[src/rtl/ahb_params_pkg.sv]
// Shared AHB encodings and arbiter configuration types.
// Imported by the arbiter top and its winner-select sub-module.
package ahb_params_pkg;

    localparam int NO_OF_MASTERS = 4;

    localparam logic [1:0] HTRANS_IDLE   = 2'b00;
    localparam logic [1:0] HTRANS_BUSY   = 2'b01;
    localparam logic [1:0] HTRANS_NONSEQ = 2'b10;
    localparam logic [1:0] HTRANS_SEQ    = 2'b11;

    localparam logic [2:0] HBURST_SINGLE = 3'b000;
    localparam logic [2:0] HBURST_INCR   = 3'b001;
    localparam logic [2:0] HBURST_WRAP4  = 3'b010;
    localparam logic [2:0] HBURST_INCR4  = 3'b011;
    localparam logic [2:0] HBURST_WRAP8  = 3'b100;
    localparam logic [2:0] HBURST_INCR8  = 3'b101;
    localparam logic [2:0] HBURST_WRAP16 = 3'b110;
    localparam logic [2:0] HBURST_INCR16 = 3'b111;

    localparam logic [1:0] HRESP_OKAY  = 2'b00;
    localparam logic [1:0] HRESP_ERROR = 2'b01;
    localparam logic [1:0] HRESP_RETRY = 2'b10;
    localparam logic [1:0] HRESP_SPLIT = 2'b11;

    typedef enum logic {
        ARB_FIXED = 1'b0,
        ARB_RR    = 1'b1
    } arb_mode_e;

    // Beats still to come after the NONSEQ of a fixed-length burst.
    function automatic logic [3:0] burst_beats(input logic [2:0] hburst);
        logic [3:0] n;
        case (hburst)
            HBURST_WRAP4, HBURST_INCR4:   n = 4'd3;
            HBURST_WRAP8, HBURST_INCR8:   n = 4'd7;
            HBURST_WRAP16, HBURST_INCR16: n = 4'd15;
            default:                      n = 4'd0;
        endcase
        return n;
    endfunction

endpackage

[src/rtl/ahb_arb_prio_sel.sv]
// Combinational winner select: fixed priority or round-robin
// starting just above the last granted master.
module ahb_arb_prio_sel
    import ahb_params_pkg::*;
#(
    parameter int N = 4,
    parameter int W = 2
) (
    input  logic [N-1:0] eligible,
    input  logic [W-1:0] last_grant,
    input  arb_mode_e    mode,
    output logic [N-1:0] winner
);

    int   idx;
    logic found;

    always_comb begin
        winner = '0;
        found  = 1'b0;
        idx    = 0;
        for (int k = 0; k < N; k++) begin
            idx = (mode == ARB_RR) ? (int'(last_grant) + 1 + k) % N : k;
            if (!found && eligible[idx[W-1:0]]) begin
                winner[idx[W-1:0]] = 1'b1;
                found              = 1'b1;
            end
        end
    end

endmodule

[src/rtl/ahb_arbiter_n.sv]
// N-master AHB arbiter with lock, fixed-burst hold and SPLIT masking.
// Grant, owner and lock indication are all registered on HREADY edges.
module ahb_arbiter_n #(
    parameter int NO_OF_MASTERS  = ahb_params_pkg::NO_OF_MASTERS,
    parameter int ARB_MODE       = 1,
    parameter int DEFAULT_MASTER = 0,
    localparam int W = (NO_OF_MASTERS > 1) ? $clog2(NO_OF_MASTERS) : 1
) (
    input  logic                     HCLK,
    input  logic                     HRESETn,
    input  logic [NO_OF_MASTERS-1:0] HBUSREQ,
    input  logic [NO_OF_MASTERS-1:0] HLOCK,
    input  logic [NO_OF_MASTERS-1:0] HSPLIT,
    input  logic [1:0]               HTRANS,
    input  logic [2:0]               HBURST,
    input  logic                     HREADY,
    input  logic [1:0]               HRESP,
    output logic [NO_OF_MASTERS-1:0] HGRANT,
    output logic [W-1:0]             HMASTER,
    output logic                     HMASTLOCK
);
    import ahb_params_pkg::*;

    localparam arb_mode_e MODE = (ARB_MODE == 0) ? ARB_FIXED : ARB_RR;
    localparam logic [NO_OF_MASTERS-1:0] DEF_GRANT =
        {{(NO_OF_MASTERS-1){1'b0}}, 1'b1} << DEFAULT_MASTER;
    localparam logic [W-1:0] DEF_IDX = W'(DEFAULT_MASTER);

    logic [NO_OF_MASTERS-1:0] hgrant_q, hgrant_d;
    logic [NO_OF_MASTERS-1:0] split_mask_q, split_mask_d;
    logic [NO_OF_MASTERS-1:0] eligible, winner;
    logic [W-1:0]             hmaster_q, hmaster_d;
    logic [W-1:0]             last_grant_q, last_grant_d;
    logic [W-1:0]             gidx, widx;
    logic                     hmastlock_q, hmastlock_d;
    logic [3:0]               beat_cnt_q, beat_cnt_d;
    logic                     split_set, hold;

    ahb_arb_prio_sel #(
        .N (NO_OF_MASTERS),
        .W (W)
    ) u_sel (
        .eligible   (eligible),
        .last_grant (last_grant_q),
        .mode       (MODE),
        .winner     (winner)
    );

    always_comb begin
        split_set    = HREADY && (HRESP == HRESP_SPLIT);
        split_mask_d = split_mask_q & ~HSPLIT;
        if (split_set) split_mask_d[hmaster_q] = 1'b1;
        beat_cnt_d = beat_cnt_q;
        if (HREADY) begin
            if (HRESP != HRESP_OKAY)
                beat_cnt_d = '0;
            else if (HTRANS == HTRANS_NONSEQ)
                beat_cnt_d = burst_beats(HBURST);
            else if (HTRANS == HTRANS_SEQ && beat_cnt_q != '0)
                beat_cnt_d = beat_cnt_q - 4'd1;
        end
    end

    // A freshly split master is excluded on the very edge it splits.
    assign eligible = HBUSREQ & ~split_mask_d;

    always_comb begin
        gidx = '0;
        widx = '0;
        for (int i = 0; i < NO_OF_MASTERS; i++) begin
            if (hgrant_q[i]) gidx = W'(i);
            if (winner[i])   widx = W'(i);
        end
        hold         = !split_set && (HLOCK[gidx] || beat_cnt_d != '0);
        hgrant_d     = hgrant_q;
        hmaster_d    = hmaster_q;
        hmastlock_d  = hmastlock_q;
        last_grant_d = last_grant_q;
        if (HREADY) begin
            hmaster_d   = gidx;
            hmastlock_d = HLOCK[gidx];
            if (!hold) begin
                if (eligible == '0) begin
                    hgrant_d = DEF_GRANT;
                end else begin
                    hgrant_d = winner;
                    if (winner != hgrant_q) last_grant_d = widx;
                end
            end
        end
    end

    always_ff @(posedge HCLK or negedge HRESETn) begin
        if (!HRESETn) begin
            hgrant_q     <= DEF_GRANT;
            hmaster_q    <= DEF_IDX;
            hmastlock_q  <= 1'b0;
            split_mask_q <= '0;
            beat_cnt_q   <= '0;
            last_grant_q <= DEF_IDX;
        end else begin
            hgrant_q     <= hgrant_d;
            hmaster_q    <= hmaster_d;
            hmastlock_q  <= hmastlock_d;
            split_mask_q <= split_mask_d;
            beat_cnt_q   <= beat_cnt_d;
            last_grant_q <= last_grant_d;
        end
    end

    assign HGRANT    = hgrant_q;
    assign HMASTER   = hmaster_q;
    assign HMASTLOCK = hmastlock_q;

endmodule

[config.mk]
export PLATFORM = sky130hd
export DESIGN_NAME = ahb_arbiter_n
export DESIGN_NICKNAME = d
export VERILOG_FILES = /design/src/rtl/ahb_params_pkg.sv /design/src/rtl/ahb_arb_prio_sel.sv /design/src/rtl/ahb_arbiter_n.sv
export SDC_FILE = /design/constraint.sdc
export NUM_CORES = 1
export LEC_CHECK = 0
export CAP_MARGIN = 30
export CORE_UTILIZATION = 50
export DETAILED_ROUTE_END_ITERATION = 16
export PLACE_DENSITY = 0.79
export SYNTH_ARGS = -nofsm -noshare
export SYNTH_HDL_FRONTEND = slang
export SYNTH_HIERARCHICAL = 1
export SYNTH_SLANG_ARGS = --single-unit
[constraint.sdc]
create_clock -name HCLK -period 5.35 [get_ports HCLK]
set_clock_uncertainty 0.15 [all_clocks]
set_input_delay 0.535 -clock HCLK [delete_from_list [all_inputs] [get_ports HCLK]]
set_output_delay 0.535 -clock HCLK [all_outputs]
set_load 0.01 [all_outputs]
# After elaboration in Yosys (flattened, before gate mapping)
# Index checks and enable logic that the tools add are counted.
[word_totals] ff_bits=17 latchBits=0 mem_bits_rw=0 wordCells=107 rom_bits=0 in_bits=22 out_inout_bits=7 n_memories=0
[op_classes] n_addsub=5 reduce_logical=25 muxes=40 n_div=0 shifts=0 n_eq_ne=10 mul=0 n_bitwise=10 n_lt_le_gt_ge=11
[op_table] operator="two-way mux 4 bit" n=10
[op_table] operator="< comparator 2 x 3 -> 1 bit (second input constant)" n=6
[op_table] operator="OR 4 bit" n=4
[op_table] operator="two-way mux 1 bit" n=15
[op_table] operator="equality test 3 bit (second input constant)" n=4
[op_table] operator="case mux 4 bit (3 select lines)" n=1
[op_table] operator="logical AND 1 bit" n=11
[op_table] operator="binary-select mux 1 bit (select 2 bit)" n=5
[op_table] operator="demux 1 bit (select 2 bit)" n=5
[op_table] operator="greater-or-equal comparator 2 x 1 -> 1 bit (second input constant)" n=5
[op_table] operator="AND 4 bit" n=2
[op_table] operator="two-way mux 2 bit" n=4
[op_table] operator="inverter 4 bit" n=2
[op_table] operator="nonzero test 4 bit" n=2
[op_table] operator="equality test 2 bit (second input constant)" n=3
[op_table] operator="equality test 3 x 2 -> 1 bit (second input constant)" n=2
[op_table] operator="OR reduction 2 bit" n=3
[op_table] operator="adder 2 x 1 -> 2 bit (second input constant)" n=2
[op_table] operator="adder 2 bit (second input constant)" n=2
[op_table] operator="logical NOT 1 bit" n=4
[op_table] operator="logical NOT 4 bit" n=1
[op_table] operator="!= test 4 bit" n=1
[op_table] operator="AND reduction 4 bit" n=1
[op_table] operator="subtractor 4 x 1 -> 4 bit (second input constant)" n=1
[op_table] operator="4 further kinds" n=5

# Logic depth before layout (Yosys ltp)
[depth] depth_word=23 depth_mapped=13 depth_no_buf=13

# Hierarchy
# The synthesis kept the hierarchy.
[by_module_without_submodules] mod="ahb_arbiter_n" cells_per_inst=116 seq_area_each_um2=426.7 area_per_inst_um2=1031.0 n_inst=1
[by_module_without_submodules] mod="ahb_arb_prio_sel" cells_per_inst=47 seq_area_each_um2=0.0 area_per_inst_um2=309.0 n_inst=1

# Least setup slack after synthesis
# No wires, ideal clock.
[synth_path] kind="input port to flip-flop" start="input HRESP[0]" end="register last_grant_q[0]" t_arrival_ns=2.763 setup_slack_ns=2.358 cell_stages=11 required_ns=5.121 setup_ns=0.079 path_cell_list="nand3_1 o311ai_0 inv_1 nor4bb_1 a311oi_1 a211o_1 o32ai_1 xnor2_1 nand4_1 nand3_2 mux2i_1"
[synth_lines] item="start: declaration" line_no="ahb_arbiter_n.sv:17" rtl="input logic [1:0] HRESP,"
[synth_lines] item="equality test 2 bit (*)" line_no="ahb_arbiter_n.sv:50" rtl="split_set = HREADY && (HRESP == HRESP_SPLIT);"
[synth_lines] item="logical AND 1 bit (*)" line_no="ahb_arbiter_n.sv:50"
[synth_lines] item="two-way mux 4 bit (*)" line_no="ahb_arbiter_n.sv:52" rtl="if (split_set) split_mask_d[hmaster_q] = 1'b1;"
[synth_lines] item="inverter 4 bit (*)" line_no="ahb_arbiter_n.sv:65" rtl="assign eligible = HBUSREQ & ~split_mask_d;"
[synth_lines] item="AND 4 bit (*)" line_no="ahb_arbiter_n.sv:65"
[synth_lines] item="via eligible[0]" line_no="ahb_arbiter_n.sv:31" rtl="logic [NO_OF_MASTERS-1:0] eligible, winner;"
[synth_lines] item="binary-select mux 1 bit (select 2 bit)" line_no="ahb_arb_prio_sel.sv:24" rtl="if (!found && eligible[idx[W-1:0]]) begin"
[synth_lines] item="two-way mux 1 bit (implied by the code)" line_no="ahb_arb_prio_sel.sv:24"
[synth_lines] item="(+5 left out)"
[synth_lines] item="logical AND 1 bit" line_no="ahb_arb_prio_sel.sv:24"
[synth_lines] item="two-way mux 1 bit" line_no="ahb_arb_prio_sel.sv:24"
[synth_lines] item="logical NOT 1 bit" line_no="ahb_arb_prio_sel.sv:24"
[synth_lines] item="logical AND 1 bit" line_no="ahb_arb_prio_sel.sv:24"
[synth_lines] item="two-way mux 4 bit (*)" line_no="ahb_arb_prio_sel.sv:24"
[synth_lines] item="via winner[3]" line_no="ahb_arbiter_n.sv:31"
[synth_lines] item="!= test 4 bit" line_no="ahb_arbiter_n.sv:87" rtl="if (winner != hgrant_q) last_grant_d = widx;"
[synth_lines] item="AND reduction 4 bit (no line)"
[synth_lines] item="end signal: assignment" line_no="ahb_arbiter_n.sv:107" rtl="last_grant_q <= last_grant_d;"
[synth_lines] item="end: declaration" line_no="ahb_arbiter_n.sv:33" rtl="logic [W-1:0] last_grant_q, last_grant_d;"
# Mark *: on every way through the listed nets, which the timed path passes. The rest lies on a longest branch. The select of a mux whose other input is x is not followed.
# A chain may end at the register's enable or synchronous reset.

# Worst setup path in the final report
[layout_path] start="input HREADY" end="register last_grant_q[1]"
[layout_via] elab_chain_cells=18
[layout_rtl] item="start: declaration" line_no="ahb_arbiter_n.sv:16" rtl="input logic HREADY,"
[layout_rtl] item="logical AND 1 bit (*)" line_no="ahb_arbiter_n.sv:50"
[layout_rtl] item="two-way mux 4 bit (*)" line_no="ahb_arbiter_n.sv:52"
[layout_rtl] item="inverter 4 bit (*)" line_no="ahb_arbiter_n.sv:65"
[layout_rtl] item="AND 4 bit (*)" line_no="ahb_arbiter_n.sv:65"
[layout_rtl] item="via eligible[0]" line_no="ahb_arbiter_n.sv:31"
[layout_rtl] item="binary-select mux 1 bit (select 2 bit)" line_no="ahb_arb_prio_sel.sv:24"
[layout_rtl] item="two-way mux 1 bit (implied by the code)" line_no="ahb_arb_prio_sel.sv:24"
[layout_rtl] item="two-way mux 1 bit" line_no="ahb_arb_prio_sel.sv:24"
[layout_rtl] item="(+4 left out)"
[layout_rtl] item="logical AND 1 bit" line_no="ahb_arb_prio_sel.sv:24"
[layout_rtl] item="two-way mux 1 bit" line_no="ahb_arb_prio_sel.sv:24"
[layout_rtl] item="logical NOT 1 bit" line_no="ahb_arb_prio_sel.sv:24"
[layout_rtl] item="logical AND 1 bit" line_no="ahb_arb_prio_sel.sv:24"
[layout_rtl] item="two-way mux 4 bit (*)" line_no="ahb_arb_prio_sel.sv:24"
[layout_rtl] item="via winner[3]" line_no="ahb_arbiter_n.sv:31"
[layout_rtl] item="!= test 4 bit" line_no="ahb_arbiter_n.sv:87"
[layout_rtl] item="AND reduction 4 bit (no line)"
# Marked as above.

==> flow_metrics.env <==
export IMPL_status="complete, no violations"
export IMPL_synth_area_leaders="dfrtp_1, inv_1, o21ai_0"
export IMPL_antenna_found_initial=0
export IMPL_drive_above_1_share_pct=6.32
export IMPL_intPower_w=0.000362
export IMPL_cp_end_kind="register"
export IMPL_cp_arrival_ns=4.21
export IMPL_pwr_share_clk_pct=11.5
export IMPL_slew_headroom_pct=47.3
export IMPL_grt_pass1_wl_um=5210
export IMPL_hpwlAfterDp_um=2390
export IMPL_hold_buffers=0
export IMPL_async_flop_share_pct=100
export IMPL_path_cells="clkdlybuf4s50_1, nand3_1, o311ai_0, inv_1, nor4bb_1, a311oi_1, a211o_1, o32ai_1, xnor2_1, nand4_1, nand3_2, mux2i_1"
export IMPL_grt_start_max_net_pins=18
export IMPL_setup_violations=0
export IMPL_ios=29
export IMPL_numCtsBuffers=3
export IMPL_drv_cap=0
export IMPL_grt_usage_pct=24.9
export IMPL_synth_top_area_share_pct=29.9
export IMPL_hold_class="register to register"
export IMPL_p_leak_nw=0.677
export IMPL_worst_ir_drop_vdd_mv=0.296
export IMPL_clk_pin_slew_ns=0.12
export IMPL_start_util_pct=53.6
export IMPL_routed_wl_um=3140
export IMPL_ys_ff_latch=17
export IMPL_synth_distinct_cells=53
export IMPL_fmax_mhz=241
export IMPL_ys_seq_area_share_pct=31.8
export IMPL_detail_route_first_pass_iterations=4
export IMPL_ys_warn_count=6
export IMPL_switching_share_pct=42.0
export IMPL_clock_root_buffer="clkbuf_4"
export IMPL_worst_path_max_delay_cell="clkdlybuf4s50_1"
export IMPL_vias_per_cell=6.00
export IMPL_die_h_um=53.8
export IMPL_finalSetupTns_ns=0
export IMPL_rows=18
export IMPL_fin_total_pwr_w=0.000624
export IMPL_rsz0062_at_grt="no"
export IMPL_crit_family="compound AO/OA/AOI/OAI gates"
export IMPL_drt_iter0_drc=45
export IMPL_gp_congestion=0.949
export IMPL_avgSynthCellArea_um2=8.22
export IMPL_drc=0
export IMPL_clock_sinks=17
export IMPL_finalMaxSlewViolations=0
export IMPL_cts_tree="done"
export IMPL_synthSimpleGateAreaFrac_pct=25.4
export IMPL_grt_pass1_vias=1183
export IMPL_cts_htree_levels=1
export IMPL_clockBufferDepth=2
export IMPL_synthCells=163
export IMPL_synth_edf_count=0
export IMPL_holdWs_ns=0.340
export IMPL_routedWlPerCell_um=14.3
export IMPL_vias=1321
export IMPL_power_density_mw_per_mm2=380
export IMPL_p_seq_share_pct=36.9
export IMPL_synth_top_family_by_area="compound AO/OA/AOI/OAI gates"
export IMPL_synth_compound_area_share_pct=26.3
export IMPL_slowest_delay_ns=0.80
export IMPL_worstPathBufferInverterCount=2
export IMPL_synth_flop_cell="dfrtp_1"
export IMPL_synth_xor_area_share_pct=2.61
export IMPL_syn_cell_area_mm2=0.00134
export IMPL_tightest_slew_ns=0.788
export IMPL_report_final_hold_viol_count=0
export IMPL_die_x_um=53.8
export IMPL_die_area_mm2=0.00289
export IMPL_synth_area_mux_share_pct=3.73
export IMPL_grt_overflow=0
export IMPL_cp_required_ns=5.41
export IMPL_period_share_pct=77.5
export IMPL_area_delta_synth_final_pct=22.5
export IMPL_synth_top_cell_by_area="dfrtp_1"
export IMPL_critPathLaunchType="input port"
export IMPL_insertion_delay_ns=0.30
export IMPL_port_buffers=27
export IMPL_ant_nets=0
export IMPL_p_sw_w=0.000262
export IMPL_p_comb_share_pct=51.7
export IMPL_cts_resized=0
export IMPL_min_period_ns=4.15
export IMPL_final_nets=214
export IMPL_diodes=0
export IMPL_critical_path_max_fanout=16
export IMPL_core_area_mm2=0.00250
export IMPL_critical_path_class="input port to register"
export IMPL_cts_setup_buffers=0
export IMPL_synth_adder_area_share_pct=0.934
## worst paths after layout
kind,end,slack [ns],from,depth (start not counted)
min in group asynchronous,split_mask_q[2]$_DFF_PN0_,0.53,HRESETn,1
worst max-delay path,last_grant_q[1]$_DFFE_PN0P_,1.20,HREADY,12
worst min-delay path,split_mask_q[3]$_DFF_PN0_,0.34,split_mask_q[3]$_DFF_PN0_,2
worst min register to register,split_mask_q[3]$_DFF_PN0_,0.34,split_mask_q[3]$_DFF_PN0_,2
max in group asynchronous,HGRANT[1]$_DFFE_PN0P_,4.01,HRESETn,1
worst max register to register,last_grant_q[1]$_DFFE_PN0P_,2.10,HMASTER[0]$_DFFE_PN0P_,10
## power groups by stage
stage          registers, W  logic [W]  clock network [W]
4_1_cts            0.000230   0.000321          0.0000748
2_1_floorplan      0.000219   0.000225                  0
5_1_grt            0.000240   0.000357          0.0000793
3_3_place_gp       0.000231   0.000309                  0
6_report           0.000230   0.000322          0.0000716
3_5_place_dp       0.000232   0.000319                  0
## worst reg2reg max path: cells and delay by family (launching register included)
kind            cells  cell delay (ns)
compound gates      4             1.36
xor+xnor            1             0.18
buf+inv             1             0.23
flops               1             0.47
mux                 1             0.19
simple gates        3             0.60
## layout make-up
cell class | count | area (um^2)
Clock buffer | 3 | 22.5
Clock inverter | 1 | 7.51
Fill cell | 226 | 858
Inverter | 21 | 78.8
Multi-Input combinational cell | 121 | 798
Sequential cell | 17 | 427
Tap cell | 30 | 37.5
Timing Repair Buffer | 27 | 270
## stage by stage
| stage | std cells | util (%) | setup WS, ns | cell area [um^2] |
|---|---|---|---|---|
| final | 220 | 65.7 | 1.20 | 1640 |
| after global routing | 220 | 65.7 | 0.832 | 1640 |
| after CTS | 220 | 65.7 | 1.26 | 1640 |
| after detailed placement | 216 | 64.5 | 0.928 | 1610 |
| after global placement | 216 | 64.5 | 1.15 | 1610 |
| after floorplan | 164 | - | 2.36 | 1340 |
## cell usage after synthesis (4+ instances only)
master    count
a21oi_1       6
nor2_1       12
nor2b_1       4
xnor2_1       4
a211oi_1      4
nand4_1       4
and2_1        4
o21ai_0      11
inv_1        21
nand2_1       9
nand2b_1      5
mux2i_1       5
nand3_1       5
dfrtp_1      16
## state kept, by name (all words and copies together) (netlist names)
register,cells
split_mask_q,4
HMASTER,2
HGRANT,4
last_grant_q,2
beat_cnt_q,4
HMASTLOCK,1
## layer usage
layer | vias to the layer above | global-route usage [%] | wire (um) | part of all wire (%)
met2 | 50 | 39.7 | 1490 | 48
met1 | 619 | 34.5 | 1420 | 45
met4 | 0 | 7.46 | 30 | 0.96
met3 | 6 | 3.39 | 190 | 6.1
met5 | - | 0 | 0 | 0
li1 | 646 | - | - | -
## layout by cell type, fill, tap and decap left out, types with 3 or more instances in the layout
master and n:
a31oi_1 3, nand2_1 9, dfrtp_1 16, nand4_1 4, xnor2_1 4, inv_1 21
o22ai_1 3, mux2i_1 5, a211oi_1 4, nor2_1 12, nand2b_1 5, and2_1 4
o21ai_0 11, o211ai_1 3, clkdlybuf4s50_1 27, clkbuf_4 3, nor2b_1 4, nand3_1 5
a21oi_1 6
## kinds of logic after synthesis
group                    Yosys count
AO/OA/AOI/OAI                     50
XOR/XNOR                           4
adder cells (fa/ha/maj)            1
buffers and inverters             26
flip-flops                        17
multiplexers                       5
other                              1
AND/OR/NAND/NOR                   59
Power figures use the tool's default switching activity.
==> RTL change 1 (config.mk and constraints unchanged) <==
Set the package constant `NO_OF_MASTERS` to 2 (it was 4).
--- a/src/rtl/ahb_params_pkg.sv
+++ b/src/rtl/ahb_params_pkg.sv
@@ -3,5 +3,5 @@
 package ahb_params_pkg;
 
-    localparam int NO_OF_MASTERS = 4;
+    localparam int NO_OF_MASTERS = 2;
 
     localparam logic [1:0] HTRANS_IDLE   = 2'b00;
Interface: changed (5 resized); port bits go from 29 to 20. No check against the original RTL was run, so the function may have changed too.
==> RTL change 1 against the original RTL <==
Area after synthesis shrank 38%. Sequential cell count down 6. Power decreased by 56%. Worst setup slack improved by 1400 ps. Wire length decreased by 45%. Worst hold slack improved by 0.94 ps. Maximum frequency is 53% higher. Design area down 37%. Cell count down 41%. Clock power is 24% lower.
==> RTL change 1: results <==
<?xml version="1.0" encoding="UTF-8"?>
<metrics>
  <group name="place">
    <metric name="dpl-instance-area" unit="sq um">1010</metric>
    <metric name="place_ws" unit="ps">2390</metric>
    <metric name="place_hpwl" unit="um">1400</metric>
  </group>
  <group name="cells_and_area">
    <metric name="nNetsFinal" unit="">131</metric>
    <metric name="post_route_cells_drive_above_1_share" unit="">0.124</metric>
    <metric name="antenna_cells_inserted" unit="">0</metric>
    <metric name="fillCellCount" unit="">140</metric>
  </group>
  <group name="pwr">
    <metric name="power.internal" unit="mW">0.187</metric>
    <metric name="worst_ir_drop_vdd" unit="mV">0.182</metric>
    <metric name="power_in_the_clock_group" unit="mW">0.0541</metric>
    <metric name="power_switching" unit="mW">0.0846</metric>
    <metric name="leakage" unit="nW">0.449</metric>
  </group>
  <group name="critical_path">
    <metric name="critPathTopFamily" unit="">simple AND/OR/NAND/NOR gates</metric>
    <metric name="worst_r2r_path_depth" unit="">8</metric>
    <metric name="rrSetupSlack" unit="ps">2820</metric>
    <metric name="crit-reg2reg-launch" unit="">beat_cnt_q[0]$_DFF_PN0_</metric>
    <metric name="r2r-end" unit="">HGRANT[1]$_DFFE_PN0P_</metric>
    <metric name="crit_fanout" unit="">11</metric>
    <metric name="slowest_delay" unit="ps">670</metric>
  </group>
  <group name="clocking">
    <metric name="worst_setup_hold_path_clk_slew" unit="ps">70</metric>
    <metric name="clock_latency" unit="ps">260</metric>
    <metric name="cts_root_buf" unit="">clkbuf_4</metric>
  </group>
  <group name="grt">
    <metric name="total_grt_usage" unit="">0.219</metric>
    <metric name="maximum_number_of_pins_on_one_net_before_global_route_repair" unit="">12</metric>
    <metric name="met2_usage" unit="">0.342</metric>
    <metric name="grt_pass1_vias" unit="">725</metric>
    <metric name="grt_use_met1" unit="">0.304</metric>
    <metric name="grt_pass1_wl" unit="um">3060</metric>
  </group>
  <group name="drt">
    <metric name="wl" unit="um">1730</metric>
    <metric name="wl_met1" unit="um">853</metric>
    <metric name="via_count" unit="">759</metric>
    <metric name="routed-wl-met3" unit="um">81</metric>
    <metric name="met2_wirelength" unit="um">787</metric>
  </group>
  <group name="synthesis">
    <metric name="synth_area_leaders" unit="">dfrtp_1 (30%), inv_1 (5.0%), nor3b_1 (3.6%), dfstp_2 (3.2%), o21ai_0 (3.0%)</metric>
    <metric name="ys_seq_area_frac" unit="">0.334</metric>
    <metric name="yosysUniqueCellTypes" unit="">46</metric>
  </group>
  <group name="timing">
    <metric name="max_freq" unit="MHz">369</metric>
    <metric name="hold_ws" unit="ps">341</metric>
  </group>
  <group name="run_status">
    <metric name="result_of_the_run" unit="">completed</metric>
  </group>
  <group name="min_path">
    <metric name="hold-path-cell-count" unit="">1</metric>
    <metric name="hold_path_class" unit="">register to register</metric>
  </group>
</metrics>
==> RTL change 1: cell types whose count changed after synthesis, moves of 4 or more <==
cell     delta
dfrtp_1     -6
o21ai_0     -6
xnor2_1     -4
mux2i_1     -4
nor2_1      -9
inv_1      -10
==> RTL change 1: area by class of cell <==
class | count | area [sq um] | area share
inverters | 11 | 41.3 | 0.0397
well taps | 16 | 20.0 | 0.0193
repair buffers | 18 | 180 | 0.173
multi-input cells | 69 | 495 | 0.477
flip-flops and latches | 11 | 277 | 0.266
clock buffers | 4 | 26.3 | 0.0253
==> RTL change 1: cells by family (layout without fill, tap and decap cells) <==
family | after synthesis | after routing | synth area share
AOI/OAI and AO/OA | 24 | 24 | 0.202
xor gates and xnor gates | 1 | 1 | 0.0106
adders and majority gates | 1 | 1 | 0.0151
buffers and inverters | 13 | 33 | 0.0680
DFF | 11 | 11 | 0.334
muxes | 3 | 3 | 0.0438
other | 1 | 1 | 0.00453
and+or+nand+nor | 39 | 39 | 0.322
==> RTL change 1: worst reg2reg max path: stages, from the launching register on <==
cell,delay [ps]
dfrtp_1,430
inv_1,100
ha_1,220
or3b_1,380
a22oi_1,190
o221ai_1,150
and4bb_4,400
or2_4,130
mux2_4,280
==> RTL change 1: how the worst min path moves through the flow <==
stage	start	endpoint
CTS	HMASTLOCK$_DFFE_PN0P_	HMASTLOCK$_DFFE_PN0P_
detailed placement	HMASTLOCK$_DFFE_PN0P_	HMASTLOCK$_DFFE_PN0P_
global placement	HMASTLOCK$_DFFE_PN0P_	HMASTLOCK$_DFFE_PN0P_
floorplan	HRESETn	HGRANT[1]$_DFFE_PN0P_
finish	HMASTLOCK$_DFFE_PN0P_	HMASTLOCK$_DFFE_PN0P_
global route	HMASTLOCK$_DFFE_PN0P_	HMASTLOCK$_DFFE_PN0P_
==> RTL change 2 (same flow settings) <==
Made on the original files. Reset style: synchronous (`HRESETn`), changed in one clocked block.
--- a/src/rtl/ahb_arbiter_n.sv
+++ b/src/rtl/ahb_arbiter_n.sv
@@ -91,5 +91,5 @@
     end
 
-    always_ff @(posedge HCLK or negedge HRESETn) begin
+    always_ff @(posedge HCLK) begin
         if (!HRESETn) begin
             hgrant_q     <= DEF_GRANT;
Formal check against the unedited RTL: differs if HRESETn is asserted again (counterexample within 4 cycles, from zero or initial values and one cycle with HRESETn low); with HRESETn held inactive, the same outputs for 4 cycles.
==> RTL change 2 against the original RTL <==
Sequential cell count unchanged. Worst setup slack worse by 43 ps. Wire length up 6.5%. Via count up 8.5%. Sequential share of layout area down 5.6 points. Design area up 1.8%. Area after synthesis up 2.1%. Critical endpoint is now last_grant_q[0]$_SDFFE_PN0P_.
Power is not compared: it rests on default switching activity, and its combinational part moved more than twofold at a synthesized area within 25%.
==> RTL change 2: results <==
<?xml version="1.0" encoding="UTF-8"?>
<metrics>
  <group name="run_status">
    <metric name="result_of_the_run" unit="">completed</metric>
  </group>
  <group name="drt">
    <metric name="route.detailed.vias_per_inst" unit="">6.10</metric>
    <metric name="routed_wire_length_per_instance" unit="um">14.2</metric>
    <metric name="drt_iter0_markers" unit="">36</metric>
  </group>
  <group name="synthesis">
    <metric name="synth_top_cells_by_count" unit="">inv_1 (18), nor2_1 (18), dfxtp_1 (17)</metric>
    <metric name="synth_area_leaders" unit="">dfxtp_1 (25%), mux2i_1 (5.1%), inv_1 (4.9%), nor2_1 (4.9%), nand2_1 (4.4%)</metric>
    <metric name="yosysUniqueCellTypes" unit="">58</metric>
    <metric name="ys_seq_area_frac" unit="">0.249</metric>
    <metric name="async_flop_share" unit="">0</metric>
    <metric name="synthesis.yosys.warnings" unit="">6</metric>
  </group>
  <group name="pwr">
    <metric name="power.share.switching" unit="">0.349</metric>
    <metric name="worst_ir_drop_vdd" unit="mV">0.138</metric>
    <metric name="combPwrFrac" unit="">0.364</metric>
    <metric name="seq_power_share" unit="">0.432</metric>
    <metric name="leakage" unit="nW">0.644</metric>
  </group>
  <group name="place">
    <metric name="buffer_ports.inserted" unit="">27</metric>
    <metric name="place_ws" unit="ps">911</metric>
    <metric name="place_hpwl" unit="um">2590</metric>
    <metric name="dpl-instance-area" unit="sq um">1640</metric>
    <metric name="gp_routability_congestion" unit="">0.902</metric>
  </group>
  <group name="grt">
    <metric name="grt_pass1_wl" unit="um">5300</metric>
    <metric name="total_grt_usage" unit="">0.246</metric>
    <metric name="maximum_number_of_pins_on_one_net_before_global_route_repair" unit="">15</metric>
    <metric name="grt_pass1_vias" unit="">1236</metric>
    <metric name="grt_antenna_before_repair" unit="">0</metric>
  </group>
  <group name="critical_path">
    <metric name="critical-path-slowest-cell" unit="">o32ai_1</metric>
    <metric name="worst_r2r_path_depth" unit="">12</metric>
    <metric name="critPathTopFamily" unit="">compound AO/OA/AOI/OAI gates</metric>
    <metric name="startpoint_of_the_worst_setup_timing_path" unit="">HREADY</metric>
    <metric name="crit_fanout" unit="">14</metric>
    <metric name="endpoint_arrival_time_on_the_critical_path" unit="ps">4250</metric>
    <metric name="crit-reg2reg-launch" unit="">HMASTER[0]$_SDFFE_PN0P_</metric>
    <metric name="slowest_delay" unit="ps">520</metric>
  </group>
  <group name="cells_and_area">
    <metric name="antenna_cells_inserted" unit="">0</metric>
    <metric name="fillCellCount" unit="">243</metric>
    <metric name="nNetsFinal" unit="">229</metric>
    <metric name="post_route_cells_drive_above_1_share" unit="">0.0488</metric>
  </group>
  <group name="clocking">
    <metric name="post_cts_buffers" unit="">0</metric>
    <metric name="cts_root_buf" unit="">clkbuf_4</metric>
  </group>
  <group name="timing">
    <metric name="worst_slew_pin_slew" unit="ps">590</metric>
  </group>
  <group name="min_path">
    <metric name="worstHoldStart" unit="">split_mask_q[0]$_SDFF_PN0_</metric>
    <metric name="hold-path-cell-count" unit="">2</metric>
  </group>
</metrics>
RTL change 2: cell types whose count changed after synthesis, sizes merged, moves of 5 or more:
cell	before	now
dfrtp	16	0
dfxtp	0	17
nand2	9	16
nand3	6	1
nor2	12	18
o21ai	14	8
RTL change 2: path summary, 6_finish.rpt:
kind | end | slack, ps
setup reg to reg | last_grant_q[0]$_SDFFE_PN0P_ | 1820
hold / removal | split_mask_q[0]$_SDFF_PN0_ | 350
setup / recovery | last_grant_q[0]$_SDFFE_PN0P_ | 1160
hold reg to reg | split_mask_q[0]$_SDFF_PN0_ | 350
RTL change 2: layout make-up:
| type | count | area share |
|---|---|---|
| Multi-Input combinational cell | 138 | 0.551 |
| Sequential cell | 17 | 0.204 |
| Tap cell | 30 | 0.0225 |
| Clock inverter | 1 | 0.00300 |
| Clock buffer | 3 | 0.0135 |
| Timing Repair Buffer | 28 | 0.166 |
| Inverter | 18 | 0.0404 |
RTL change 2: per-layer routing:
layer	share of wire	vias up	global-route usage
li1	-	717	-
met3	0.033	4	0.0278
met1	0.43	675	0.281
met2	0.52	37	0.461
met5	0	-	0
met4	0.0093	0	0.0855
RTL change 2: cells by family after synthesis:
family,count (synthesis),synth area share
XOR/XNOR,4,0.0256
adder cells (fa/ha/maj),1,0.00915
buffers and inverters,24,0.0814
AND/OR/NAND/NOR,69,0.288
flip-flops,17,0.249
other,1,0.00274
AO/OA/AOI/OAI,55,0.293
multiplexers,7,0.0512
RTL change 2: per-stage QoR:
stage	instances	power, mW	utilization
CTS	235	0.346	0.662
global route	235	0.368	0.662
finish	235	0.343	0.662
global placement	231	0.271	0.651
detailed placement	231	0.275	0.651
floorplan	179	0.236	-
